**config.mk**
```make
export PLATFORM = sky130hd
export DESIGN_NAME = mem_data_initiator_flat
export DESIGN_NICKNAME = d
export VERILOG_FILES = /design/src/rtl/mem_data_initiator_pkg.sv /design/src/rtl/mem_data_initiator_if.sv /design/src/rtl/mem_data_initiator.sv /design/src/flat_wrapper.sv
export SDC_FILE = /design/constraint.sdc
export NUM_CORES = 1
export LEC_CHECK = 0
export CORE_UTILIZATION = 48
export CTS_BUF_LIST = sky130_fd_sc_hd__clkbuf_4 sky130_fd_sc_hd__clkbuf_8
export CTS_CLUSTER_SIZE = 12
export DETAILED_ROUTE_END_ITERATION = 8
export GPL_TIMING_DRIVEN = 0
export PLACE_DENSITY_LB_ADDON = 0.3
export RECOVER_POWER = 50
export SETUP_SLACK_MARGIN = 0.05
export SLEW_MARGIN = 20
export SYNTH_ARGS = -nofsm -noshare
export SYNTH_HDL_FRONTEND = slang
export SYNTH_SLANG_ARGS = --single-unit
```
**constraint.sdc**
```tcl
create_clock -name clk -period 2.05 [get_ports clk]
set_clock_uncertainty 0.2 [all_clocks]
set_input_delay 0.205 -clock clk [delete_from_list [all_inputs] [get_ports clk]]
set_output_delay 0.205 -clock clk [all_outputs]
set_load 0.005 [all_outputs]
```
**src/rtl/mem_data_initiator_pkg.sv**
```systemverilog
// Purpose: shared widths, derived constants and FSM state type for the data-memory initiator.
// Latency: n/a (declarations only).
// Backpressure: n/a.
package mem_data_initiator_pkg;

    localparam int WORD_LEN = 16;                       // datapath word width
    localparam int ADDR_LEN = 16;                       // cell address width
    localparam int CELL_LEN = 8;                        // memory cell width
    localparam int CELLS    = WORD_LEN / CELL_LEN;      // cell accesses per word
    localparam int CNT_W    = (CELLS > 1) ? $clog2(CELLS) : 1;

    typedef logic [WORD_LEN-1:0] word_t;
    typedef logic [ADDR_LEN-1:0] addr_t;
    typedef logic [CELL_LEN-1:0] cell_t;

    typedef enum logic [1:0] {
        ST_IDLE = 2'd0,
        ST_XFER = 2'd1,
        ST_DONE = 2'd2
    } state_t;

endpackage

```
**src/rtl/mem_data_initiator_if.sv**
```systemverilog
// Purpose: bundles the datapath request/response port and the cell-memory port.
// Latency: n/a (wires only).
// Backpressure: req_ready gates requests; responses and memory accesses have none.
// Ports: slave  = the initiator (takes requests, drives the memory);
//        master = the datapath + memory side (issues requests, returns cell data).
interface mem_data_initiator_if;
    import mem_data_initiator_pkg::*;

    logic  req_valid;
    logic  req_ready;
    logic  req_we;
    addr_t req_addr;
    word_t req_wdata;
    logic  resp_valid;
    word_t resp_rdata;
    addr_t mem_addr;
    cell_t mem_wdata;
    logic  mem_we;
    cell_t mem_rdata;

    modport slave (
        input  req_valid, req_we, req_addr, req_wdata, mem_rdata,
        output req_ready, resp_valid, resp_rdata, mem_addr, mem_wdata, mem_we
    );

    modport master (
        output req_valid, req_we, req_addr, req_wdata, mem_rdata,
        input  req_ready, resp_valid, resp_rdata, mem_addr, mem_wdata, mem_we
    );

endinterface

```
**src/rtl/mem_data_initiator.sv**
```systemverilog
// Purpose: serialises one word load/store into CELLS big-endian single-cell memory accesses.
// Latency: accept at edge T, cell accesses in cycles T+1..T+CELLS, resp_valid pulse in T+CELLS+1.
// Backpressure: req_ready only in IDLE (requests while busy are dropped); no response backpressure.
// Ports: clk, rst (synchronous, active-high) and bus (slave modport: req_*, resp_*, mem_*).
module mem_data_initiator
    import mem_data_initiator_pkg::*;
(
    input  logic                  clk,
    input  logic                  rst,
    mem_data_initiator_if.slave   bus
);

    state_t           state;
    state_t           state_nxt;
    logic [CNT_W-1:0] cnt;
    addr_t            addr_l;
    word_t            wdata_l;
    logic             we_l;
    word_t            asm_r;      // word being assembled (load) or echoed (store)
    word_t            asm_nxt;
    word_t            resp_r;     // held until the next completed access
    word_t            wsh;        // wdata_l with the current cell moved to the top
    logic             accept;
    logic             last;

    assign bus.resp_rdata = resp_r;

    always_ff @(posedge clk) begin
        if (rst) begin
            state <= ST_IDLE;
        end else begin
            state <= state_nxt;
        end
    end

    always_comb begin
        state_nxt      = state;
        bus.req_ready  = 1'b0;
        bus.resp_valid = 1'b0;
        bus.mem_addr   = '0;
        bus.mem_wdata  = '0;
        bus.mem_we     = 1'b0;
        asm_nxt        = asm_r;
        accept         = 1'b0;
        last           = (cnt == CNT_W'(CELLS - 1));
        wsh            = wdata_l << (CELL_LEN * int'(cnt));

        case (state)
            ST_IDLE: begin
                bus.req_ready = 1'b1;
                if (bus.req_valid) begin
                    accept    = 1'b1;
                    state_nxt = ST_XFER;
                end
            end
            ST_XFER: begin
                bus.mem_addr  = addr_l + ADDR_LEN'(cnt);
                bus.mem_wdata = wsh[WORD_LEN-1 -: CELL_LEN];
                // A reset landing mid-store must not commit the cell of the
                // cycle it arrives in, so the strobe is cut immediately.
                bus.mem_we    = we_l & ~rst;
                if (we_l) begin
                    asm_nxt = wdata_l;
                end else begin
                    asm_nxt = (asm_r << CELL_LEN) | WORD_LEN'(bus.mem_rdata);
                end
                if (last) begin
                    state_nxt = ST_DONE;
                end
            end
            ST_DONE: begin
                bus.resp_valid = 1'b1;
                state_nxt      = ST_IDLE;
            end
            default: begin
                state_nxt = ST_IDLE;
            end
        endcase
    end

    always_ff @(posedge clk) begin
        if (rst) begin
            cnt     <= '0;
            addr_l  <= '0;
            wdata_l <= '0;
            we_l    <= 1'b0;
            asm_r   <= '0;
            resp_r  <= '0;
        end else if (accept) begin
            addr_l  <= bus.req_addr;
            wdata_l <= bus.req_wdata;
            we_l    <= bus.req_we;
            cnt     <= '0;
        end else if (state == ST_XFER) begin
            asm_r <= asm_nxt;
            if (last) begin
                // Capture the finished word directly so resp_rdata is valid
                // during the DONE pulse and stays put afterwards.
                resp_r <= asm_nxt;
                cnt    <= '0;
            end else begin
                cnt <= cnt + CNT_W'(1);
            end
        end
    end

endmodule

```
**src/flat_wrapper.sv**
```systemverilog
// flat-port wrapper written by rule: the top's interface ports become plain ports
module mem_data_initiator_flat import mem_data_initiator_pkg::*;
  (clk, rst, bus_req_valid, bus_req_we, bus_req_addr, bus_req_wdata, bus_mem_rdata, bus_req_ready, bus_resp_valid, bus_resp_rdata, bus_mem_addr, bus_mem_wdata, bus_mem_we);
  mem_data_initiator_if bus_i ();
  input  logic clk;
  input  logic rst;
  input wire logic [$bits(bus_i.req_valid)-1:0] bus_req_valid;
  input wire logic [$bits(bus_i.req_we)-1:0] bus_req_we;
  input wire logic [$bits(bus_i.req_addr)-1:0] bus_req_addr;
  input wire logic [$bits(bus_i.req_wdata)-1:0] bus_req_wdata;
  input wire logic [$bits(bus_i.mem_rdata)-1:0] bus_mem_rdata;
  output wire logic [$bits(bus_i.req_ready)-1:0] bus_req_ready;
  output wire logic [$bits(bus_i.resp_valid)-1:0] bus_resp_valid;
  output wire logic [$bits(bus_i.resp_rdata)-1:0] bus_resp_rdata;
  output wire logic [$bits(bus_i.mem_addr)-1:0] bus_mem_addr;
  output wire logic [$bits(bus_i.mem_wdata)-1:0] bus_mem_wdata;
  output wire logic [$bits(bus_i.mem_we)-1:0] bus_mem_we;
  assign bus_i.req_valid = bus_req_valid;
  assign bus_i.req_we = bus_req_we;
  assign bus_i.req_addr = bus_req_addr;
  assign bus_i.req_wdata = bus_req_wdata;
  assign bus_i.mem_rdata = bus_mem_rdata;
  assign bus_req_ready = bus_i.req_ready;
  assign bus_resp_valid = bus_i.resp_valid;
  assign bus_resp_rdata = bus_i.resp_rdata;
  assign bus_mem_addr = bus_i.mem_addr;
  assign bus_mem_wdata = bus_i.mem_wdata;
  assign bus_mem_we = bus_i.mem_we;
  mem_data_initiator u_core (.clk(clk), .rst(rst), .bus(bus_i));
endmodule
```
# == After elaboration in Yosys (flattened, before gate mapping) ==
# Cells that the tools add are included.
# totals
register_bits,60
output_inout_bits,43
input_bits,44
# classes
bitwise_logic,4
shifts,1
mux,12
eq_ne,4
reduce_logical,5
n_addsub,2
# op_table
op,n
16-bit 2-to-1 mux,2
16-bit by 1-bit adder with 16-bit output,1
16-bit by 8-bit OR with 16-bit output,1
16-bit by 4-bit left shift with 16-bit output,1
8-bit 2-to-1 mux,1
1-bit 2-to-1 mux,6
2-bit 2-to-1 mux,2
2-bit case mux with 2 select lines,1
2-bit AND reduction,2
3-bit AND reduction,1
"2-bit by 1-bit equality test with 1-bit output, second input constant",1
"2-bit equality test, second input constant",1
2-bit zero test,1
"2-bit by 1-bit inequality test with 1-bit output, second input constant",1
"2-bit inequality test, second input constant",1
1-bit inverter,2
2-bit OR reduction,1
"1-bit adder, second input constant",1
1-bit bitwise AND,1

# == Depth between registers and ports, before layout ==
# logic_depth
depth_word,4
ltp_mapped,5
mapped_depth_nobuf,4

# == Worst setup path after synthesis ==
# Ideal clock, no wire load.
# synth_timing
path_kind,flip-flop to output port
from,register u_core.cnt
to,output bus_mem_addr[14]
t_required_ns,1.645
path_stages_with_launch,5
path_slack_ns,0.349
t_arrival_ns,1.296
cell_sequence,dfxtp_1 > ha_1 > nand4_2 > nor4_1 > mux2i_1
# synth_between
elab_chain_len,2
# synth_lines
element,line_no,text
"start, declared",mem_data_initiator.sv:15,logic [CNT_W-1:0] cnt;
"start signal, assigned",mem_data_initiator.sv:102,cnt <= cnt + CNT_W'(1);
16-bit by 1-bit adder with 16-bit output,mem_data_initiator.sv:57,bus.mem_addr = addr_l + ADDR_LEN'(cnt);
16-bit 2-to-1 mux,mem_data_initiator.sv:48,case (state)
"end, declared",flat_wrapper.sv:15,output wire logic [$bits(bus_i.mem_addr)-1:0] bus_mem_addr;
# No other way between the ends.

# == Worst setup path in the final report ==
# layout_timing
from,register u_core.cnt
to,output bus_mem_addr[15]
# Same word-level chain as after synthesis.

==> metrics.cfg <==
[run_status]
outcome=complete, but fails checks
violations=negative setup slack

[yosys]
ys_ff_latch=60
synthXorXnorAreaFrac=0.0124
yosys_most_used_dff=dfxtp_1
synthArstFlopShare=0
synth_compound_area_frac=0.0857
yosys.area_share.simple=0.194
avgSynthCellArea_um2=9.13
synthCells=310
synth_fa_ha_area_frac=0.00884
synth_cell_types=31
synth_top_family_by_area=multiplexers
synthesis.nets=356
synth_edf_count=0
ys.warnings.count=0
synth_area_um2=2830
ys_seq_area_frac=0.424
muxShareOfSynthArea=0.223

[setup_path]
end_kind=output pin
start_kind=flop
worstSetupPathType=flop to output pin
crit_arrival_ns=1.83
cp_max_fo=7
required_ns=1.64

[global_routing]
grt_use_total=0.314
antenna_found_initial=0
grt_max_degree=12
grt_pass1_wl_mm=14.5
grt_pass1_vias=2782
gr-total-overflow=0

[job]
drv_cap=0

[routing]
dr.pass1.iters=4
routed_via_density=5.70
vias=2914
dr.first_iter.drc_count=261
drtAntennaViolNets=0
post-route-drc-count=0
wl_per_cell_um=18.9
drt-total-wl_mm=9.66

[die]
io_pins=87
die_area_um2=6210
start_util=0.505
dieWidth_um=78.8
die_y_um=78.8
rows=27
core_area_um2=5610

[cells_and_area]
stdcell_area_um2=4400
final_util=0.784
antenna-diode-count=0
nNetsFinal=481
fill_cells=356
area_growth_pct=55.3
drive_gt1_frac=0.251

[placed_design]
hpwl_mm=5.36
place_area_um2=3770
gp_congestion=0.822
place_ws_ns=-0.398
placement.io_buffers=85

[power]
total_power_uw=2980
ir_worst_vdd_v=0.000423
leakagePower_uw=0.00178
powerDensity_nw_per_um2=677

[clock_tree]
clk_latency_ns=0.34
clock_path_buffers=2
path_clk_slew_ns=0.07
clockRootBuffer=clkbuf_8
htree_levels=3
cts_hold_repair.buffers=0
cts.sinks=60
numCtsBuffers=9
cts_tree=done

[timing]
final_max_slew_viol_count=0
maxSlewHeadroom=0.645
worst_pin_slew_ns=0.532
post-route-worst-setup-slack_ns=-0.181
timing.fmax_ghz=0.448
fin_tns_setup_ns=-1.22
timing.final.crit_share=1.09
finalSetupViolations=12
rsz0062_at_grt=yes
finalCriticalPeriod_ns=2.23
hold_violations=0

[hold_path]
hold_class=input pin to flop

-- synthesized netlist by cell type, drive strengths merged, types with 3 or more instances --
library cell,n,area share
a211oi,24,0.064
nand3,5,0.0088
mux2i,63,0.22
a21oi,7,0.012
buf,15,0.036
nor2,70,0.093
nand2b,7,0.015
dfxtp,60,0.42
nand2,12,0.016
inv,4,0.0053
clkbuf,8,0.011
o21ai,4,0.0071
or3,3,0.0066
nand4,5,0.015
nor4,6,0.013
-- worst paths after layout --
| check | from | end | cells past startpoint | slack, ns |
|---|---|---|---|---|
| hold / removal | bus_req_addr[5] | u_core.addr_l[5]$_SDFFE_PP0P_ | 3 | 0.27 |
| hold reg to reg | u_core.bus.resp_rdata[3]$_SDFFE_PP0P_ | u_core.bus.resp_rdata[3]$_SDFFE_PP0P_ | 2 | 0.31 |
| setup / recovery | u_core.cnt$_SDFFE_PP0P_ | bus_mem_addr[15] | 6 | -0.18 |
| setup reg to reg | u_core.cnt$_SDFFE_PP0P_ | u_core.bus.resp_rdata[13]$_SDFFE_PP0P_ | 6 | 0.16 |
-- layout by cell type (no fill, tap or decap), types with 3 or more instances in the layout --
master,n
a211oi_1,24
a21oi_2,5
buf_2,16
buf_4,23
buf_6,15
clkbuf_1,8
clkbuf_2,3
clkbuf_8,11
clkdlybuf4s50_1,60
dfxtp_1,48
dfxtp_2,6
dfxtp_4,6
dlygate4sd2_1,10
inv_1,3
mux2i_1,62
nand2_1,12
nand2b_1,7
nand3_1,4
nand4_1,3
nor2_1,69
nor4_4,6
o21ai_0,3
or3_1,3
-- critical path: stages, from the launching register on --
cell     delay (ns)
dfxtp_4        0.39
ha_4           0.15
nand4_1        0.13
buf_6          0.18
nor4_4         0.27
mux2i_1        0.23
buf_2          0.13
-- flip-flops by register name, indices dropped and copies added, names as in the netlist --
register and flops:
u_core.bus.resp_rdata 16, u_core.addr_l 16, u_core.wdata_l 16, u_core.asm_r 8, u_core.cnt 1, u_core.state 2
u_core.we_l 1
-- power breakdown --
| part | internal (µW) | leakage, µW | switching (µW) | total (µW) |
|---|---|---|---|---|
| registers | 1240 | 0.000498 | 82.6 | 1320 |
| clock network | 618 | 0.000105 | 470 | 1090 |
| logic | 291 | 0.00118 | 271 | 562 |
-- per-stage QoR --
stage          instances  hold WS [ns]
6_report             511         0.270
5_1_grt              511         0.278
4_1_cts              509         0.257
3_5_place_dp         467         0.292
3_3_place_gp         467         0.285
2_1_floorplan        310         0.152
-- cell type report --
type,count,area [µm²],share of cell area
buffer,22,159,0.0361
clock buffer,11,151,0.0344
clock inverter,4,48.8,0.0111
inverter,4,15.0,0.00341
multi-input combinational,223,1670,0.380
sequential,60,1230,0.280
tap,72,90.1,0.0205
timing repair buffer,115,1030,0.234
-- layer usage --
layer,vias up,global-route usage,part of all wire
li1,1337,-,-
met1,1383,0.393,0.42
met2,159,0.514,0.49
met3,35,0.0759,0.066
met4,0,0.133,0.029
met5,-,0,0
-- timing repair --
| action | 4_1_cts | 5_1_grt |
|---|---|---|
| gates resized for setup | 118 | 22 |
| setup buffers | 28 | 2 |
| endpoints found under the setup margin | 25 | 16 |
| hold endpoints to repair | 0 | 0 |
| pin swaps | 13 | 5 |
-- cells by family after synthesis --
family                   Yosys count
AND/OR/NAND/NOR                  118
flip-flops                        60
adder cells (fa/ha/maj)            2
XOR/XNOR                           4
multiplexers                      63
AO/OA/AOI/OAI                     36
buffers and inverters             27
Power figures use the tool's default switching activity.
==> variant 1: new RTL, same flow settings <==
Change the package constant `ADDR_LEN` from 16 to 32.
--- a/src/rtl/mem_data_initiator_pkg.sv
+++ b/src/rtl/mem_data_initiator_pkg.sv
@@ -4,7 +4,7 @@
 package mem_data_initiator_pkg;
 
     localparam int WORD_LEN = 16;                       // datapath word width
-    localparam int ADDR_LEN = 16;                       // cell address width
+    localparam int ADDR_LEN = 32;                       // cell address width
     localparam int CELL_LEN = 8;                        // memory cell width
     localparam int CELLS    = WORD_LEN / CELL_LEN;      // cell accesses per word
     localparam int CNT_W    = (CELLS > 1) ? $clog2(CELLS) : 1;
Ports: changed (resized bus_mem_addr and bus_req_addr); port bits go from 87 to 119. No check against the original RTL was run, so the function may have changed too.
==> variant 1 against the original RTL <==
Critical path type unchanged; wire length grew 73%; sequential share of layout area shrank 2.3 points; the run still ends with setup timing left; count of clock-buffer cells in the layout shrank 1; sequential power grew 27%; synthesized cell count grew 58%; total power grew 21%; final area grew 40%; area after synthesis grew 32%; via count grew 69%; sequential cell count grew 16; worst setup slack lost 0.65 ns; final cell count grew 52%.
==> variant 1: results (changes against the original RTL) <==
Synthesis
  – Adder-Cell Fraction of Synth Area: 0.006696 (was 0.008838)
  – Sequential cell area fraction in the yosys report: 0.4071 (was 0.4242)
  – Mux contribution to synthesized area: 0.06964 (was 0.2227)
  – Commonest cells post-synth: 113 x nand2_1, 76 x dfxtp_1, 68 x a21oi_1, 44 x nor2_1, 35 x clkbuf_1 (was 70 x nor2_1, 63 x mux2i_1, 60 x dfxtp_1, 24 x a211oi_1, 12 x nand2_1)

Global route
  – Met1 usage: 0.4317 (was 0.3934)

STA
  – Endpoints failing setup: 44 (was 12)
  – Worst Setup Slack, final: -0.8343 ns (was -0.1814 ns)
  – Slew @ Worst Pin: 0.7349 ns (was 0.5319 ns)
  – Fin Hold WS: 0.1681 ns (was 0.2700 ns)

Drt
  – Metal-1 WL: 5.990 mm (was 4.033 mm)
  – DR iter-0 viols: 681 (was 261)
  – Via density per instance: 6.338 (was 5.703)

Outcome
  – Status: finished with violations (unchanged)
  – Failing checks: setup timing (unchanged)

Pwr
  – Pleak: 0.002491 uW (was 0.001783 uW)
  – Power Clock: 1200 uW (was 1090 uW)
  – Comb. pwr: 737 uW (was 562 uW)

Worst setup path
  – CP max-delay cell: or4_4 (was dfxtp_4)
  – R2R setup slack: -0.15 ns (was 0.16 ns)
  – Max FO, Critical Path: 9 (was 7)

Layout
  – Clock buffers: 10 (was 11)
  – Buffer share of cell area: 0.2925 (was 0.2706)
  – Clock network area share: 0.03200 (was 0.04553)
  – Fillers: 393 (was 356)
  – Multi-input logic area: 0.002424 mm^2 (was 0.001670 mm^2)
  – Nonclk inv count: 6 (was 4)
  – Nets@finish: 737 (was 481)

Placement
  – RePlAce Congestion: 0.9269 (was 0.8223)

Clocking
  – Post-CTS setup buffer count: 48 (was 28)

Floorplanning
  – Die W: 90.24 um (was 78.81 um)
==> variant 1: changes by cell type after synthesis, sizes merged, moves of 13 or more <==
cell    before  now
clkbuf       8   35
or4          0   13
dfxtp       60   76
nand2       12  113
a21oi        7   68
mux2i       63   26
nor2        70   44
==> variant 1: worst reg2reg max path: cells and delay by family (launching register included) <==
| kind | cells | cell delay, ns |
|---|---|---|
| simple gates | 3 | 0.67 |
| buf+inv | 2 | 0.58 |
| flops | 1 | 0.41 |
| compound gates | 1 | 0.24 |
==> variant 1: worst paths after layout <==
kind                                  start                                     end
max           u_core.addr_l[8]$_SDFFE_PP0P_                        bus_mem_addr[31]
min                         bus_req_addr[8]           u_core.addr_l[8]$_SDFFE_PP0P_
max reg2reg    u_core.state[0]$_SDFFE_PP0P_  u_core.bus.resp_rdata[14]$_SDFFE_PP0P_
min reg2reg  u_core.wdata_l[5]$_SDFFE_PP0P_          u_core.wdata_l[5]$_SDFFE_PP0P_
==> variant 2: new RTL, same flow settings <==
Made on the original files. Make the reset (`rst`) asynchronous in 2 clocked blocks.
--- a/src/rtl/mem_data_initiator.sv
+++ b/src/rtl/mem_data_initiator.sv
@@ -25,7 +25,7 @@
 
     assign bus.resp_rdata = resp_r;
 
-    always_ff @(posedge clk) begin
+    always_ff @(posedge clk or posedge rst) begin
         if (rst) begin
             state <= ST_IDLE;
         end else begin
@@ -78,7 +78,7 @@
         endcase
     end
 
-    always_ff @(posedge clk) begin
+    always_ff @(posedge clk or posedge rst) begin
         if (rst) begin
             cnt     <= '0;
             addr_l  <= '0;
Check against the original RTL: differs if rst is asserted again (counterexample within 4 cycles, from zero or initial values and one cycle with rst high); with rst held inactive, the same outputs for 10 cycles.
==> variant 2 against the original RTL <==
The flow still finishes with violations (setup timing); wire length grew 12%; area after synthesis grew 2.3%; worst setup slack lost 0.27 ns; sequential cell count is the same; synthesized cell count shrank 14%; final area grew 8.2%.
Power is not compared: it rests on default switching activity, and its combinational part moved more than twofold at a synthesized area within 25%.
==> variant 2: results (changes against the original RTL) <==
Clocking
  – Htree depth: 3 (unchanged)
  – Cts hold-fix bufs: 0 (unchanged)
  – Clock Path Buffers: 2 (unchanged)

Layout
  – Nets@finish: 455 (was 481)
  – Layout cells sized above 1: 0.4116 (was 0.2506)
  – Finished Layout Cells: 486 (was 511)

Synthesis
  – Distinct cells, synth: 32 (was 31)
  – Async SR Flop Fraction: 1.000 (was 0)
  – Synth top area cells: dfrtp_1 52%, mux2_2 12%, mux2i_1 9.7%, o21ai_0 5.2%, nand2_1 4.5% (was dfxtp_1 42%, mux2i_1 22%, nor2_1 9.3%, a211oi_1 6.4%, nand2_1 1.6%)
  – Sequential cell area fraction in the yosys report: 0.5184 (was 0.4242)
  – Commonest cells post-synth: 60 x dfrtp_1, 35 x nand2_1, 30 x mux2_2, 30 x o21ai_0, 28 x mux2i_1 (was 70 x nor2_1, 63 x mux2i_1, 60 x dfxtp_1, 24 x a211oi_1, 12 x nand2_1)
  – Gate Count Post-Synth: 268 (was 310)
  – Syn Nets: 314 (was 356)

Global route
  – First-pass GRT wire length: 15.28 mm (was 14.55 mm)
  – Vias in the first global route: 2893 (was 2782)
  – Tot GR Track Use: 0.3334 (was 0.3144)
  – Antenna violations before repair: 0 (unchanged)
  – Largest net degree at the start of global routing: 26 (was 12)

Placement
  – Port buffer count: 86 (was 85)
  – Placed insts: 428 (was 467)
  – Post-detail-place hpwl: 5.280 mm (was 5.361 mm)
  – RePlAce Congestion: 0.7570 (was 0.8223)
  – DP Worst Slack: -0.5478 ns (was -0.3984 ns)

Outcome
  – Status: finished with violations (unchanged)
  – Failing checks: setup timing (unchanged)

Drt
  – Final wirelength: 10.85 mm (was 9.664 mm)
  – First-pass iteration count of the detailed router: 6 (was 4)
  – DR iter-0 viols: 189 (was 261)
  – Via density per instance: 5.981 (was 5.703)

Hold path
  – Min-Delay Path Class: input port to asynchronous set/reset pin (was input port to flip-flop)

STA
  – Post-Route Setup TNS: -4.412 ns (was -1.217 ns)
  – Endpoints failing setup: 19 (was 12)
  – Slew @ Worst Pin: 0.9213 ns (was 0.5319 ns)
  – Worst Setup Slack, final: -0.4545 ns (was -0.1814 ns)

Worst setup path
  – Max FO, Critical Path: 5 (was 7)
  – WP data arrival: 2.10 ns (was 1.83 ns)
## variant 2: changes by cell type in the layout (fill, tap and decap cells not counted), moves of 23 or more
cell	unedited run	this run
a211oi_1	24	0
dfrtp_1	0	57
dfxtp_1	48	0
mux2_2	0	30
mux2i_1	62	24
nand2_1	12	35
nor2_1	69	5
o21ai_0	3	30
## variant 2: layer usage
layer | global-route usage | up-vias | share of wire
met5 | 0 | - | 0
met4 | 0.1636 | 0 | 0.059
met3 | 0.07086 | 67 | 0.078
met2 | 0.5538 | 202 | 0.50
met1 | 0.4092 | 1410 | 0.37
li1 | - | 1228 | -
## variant 2: layout make-up
cell class | count | area [um^2]
Antenna cell | 1 | 2.502
Buffer | 17 | 205.2
Clock buffer | 10 | 137.6
Clock inverter | 5 | 100.1
Fill cell | 301 | 917.1
Inverter | 5 | 20.02
Multi-Input combinational cell | 186 | 1567
Sequential cell | 60 | 1505
Tap cell | 72 | 90.09
Timing Repair Buffer | 130 | 1131
## variant 2: logic make-up after synthesis
group / synth area share
mux: 0.2134
simple gates: 0.1335
compound gates: 0.08034
xor+xnor: 0.01210
buf+inv: 0.03369
fa+ha+maj: 0.008638
flops: 0.5184
## variant 2: path summary, 6_finish.rpt
check                                                       end  cells past startpoint                            startpoint  slack [ns]
min in group clk                  u_core.addr_l[11]$_DFFE_PP0P_                      3                      bus_req_addr[11]        0.25
max in group asynchronous         u_core.wdata_l[5]$_DFFE_PP0P_                      3                                   rst        0.56
hold / removal                   u_core.wdata_l[14]$_DFFE_PP0P_                      3                                   rst        0.22
setup / recovery                                bus_mem_addr[8]                      7                u_core.cnt$_DFFE_PP0P_       -0.45
hold reg to reg            u_core.bus.resp_rdata[0]$_DFFE_PP0P_                      2  u_core.bus.resp_rdata[0]$_DFFE_PP0P_        0.28
setup reg to reg           u_core.bus.resp_rdata[6]$_DFFE_PP0P_                      7                u_core.cnt$_DFFE_PP0P_        0.10
## variant 2: repair_timing
item	CTS	global route
setup buffers	37	4
gates cloned	0	1
endpoints found under the setup margin	35	27
gates resized for setup	160	40
pin swaps	19	13
## variant 2: power by group through the flow
stage	clock, uW	combinational [uW]	sequential (uW)
3_5_place_dp	0	3040	2300
2_1_floorplan	0	1690	2180
3_3_place_gp	0	2930	2260
6_report	1330	4230	2430
5_1_grt	1390	4450	2480
4_1_cts	1300	3790	2300
## variant 2: per-stage QoR
step                hold slack (ns)  instance area, um^2
CTS                         0.06457                 4679
detailed placement           0.2706                 3899
global placement             0.2625                 3851
global route                 0.2385                 4756
floorplan                    0.1136                 2900
finish                       0.2175                 4758
## variant 2: critical path: stages (launching register included)
cell and delay, ns:
dfrtp_2 0.44, ha_4 0.18, nand4_4 0.10, buf_6 0.15, buf_6 0.11, or4_4 0.47
a21oi_2 0.15, buf_2 0.15
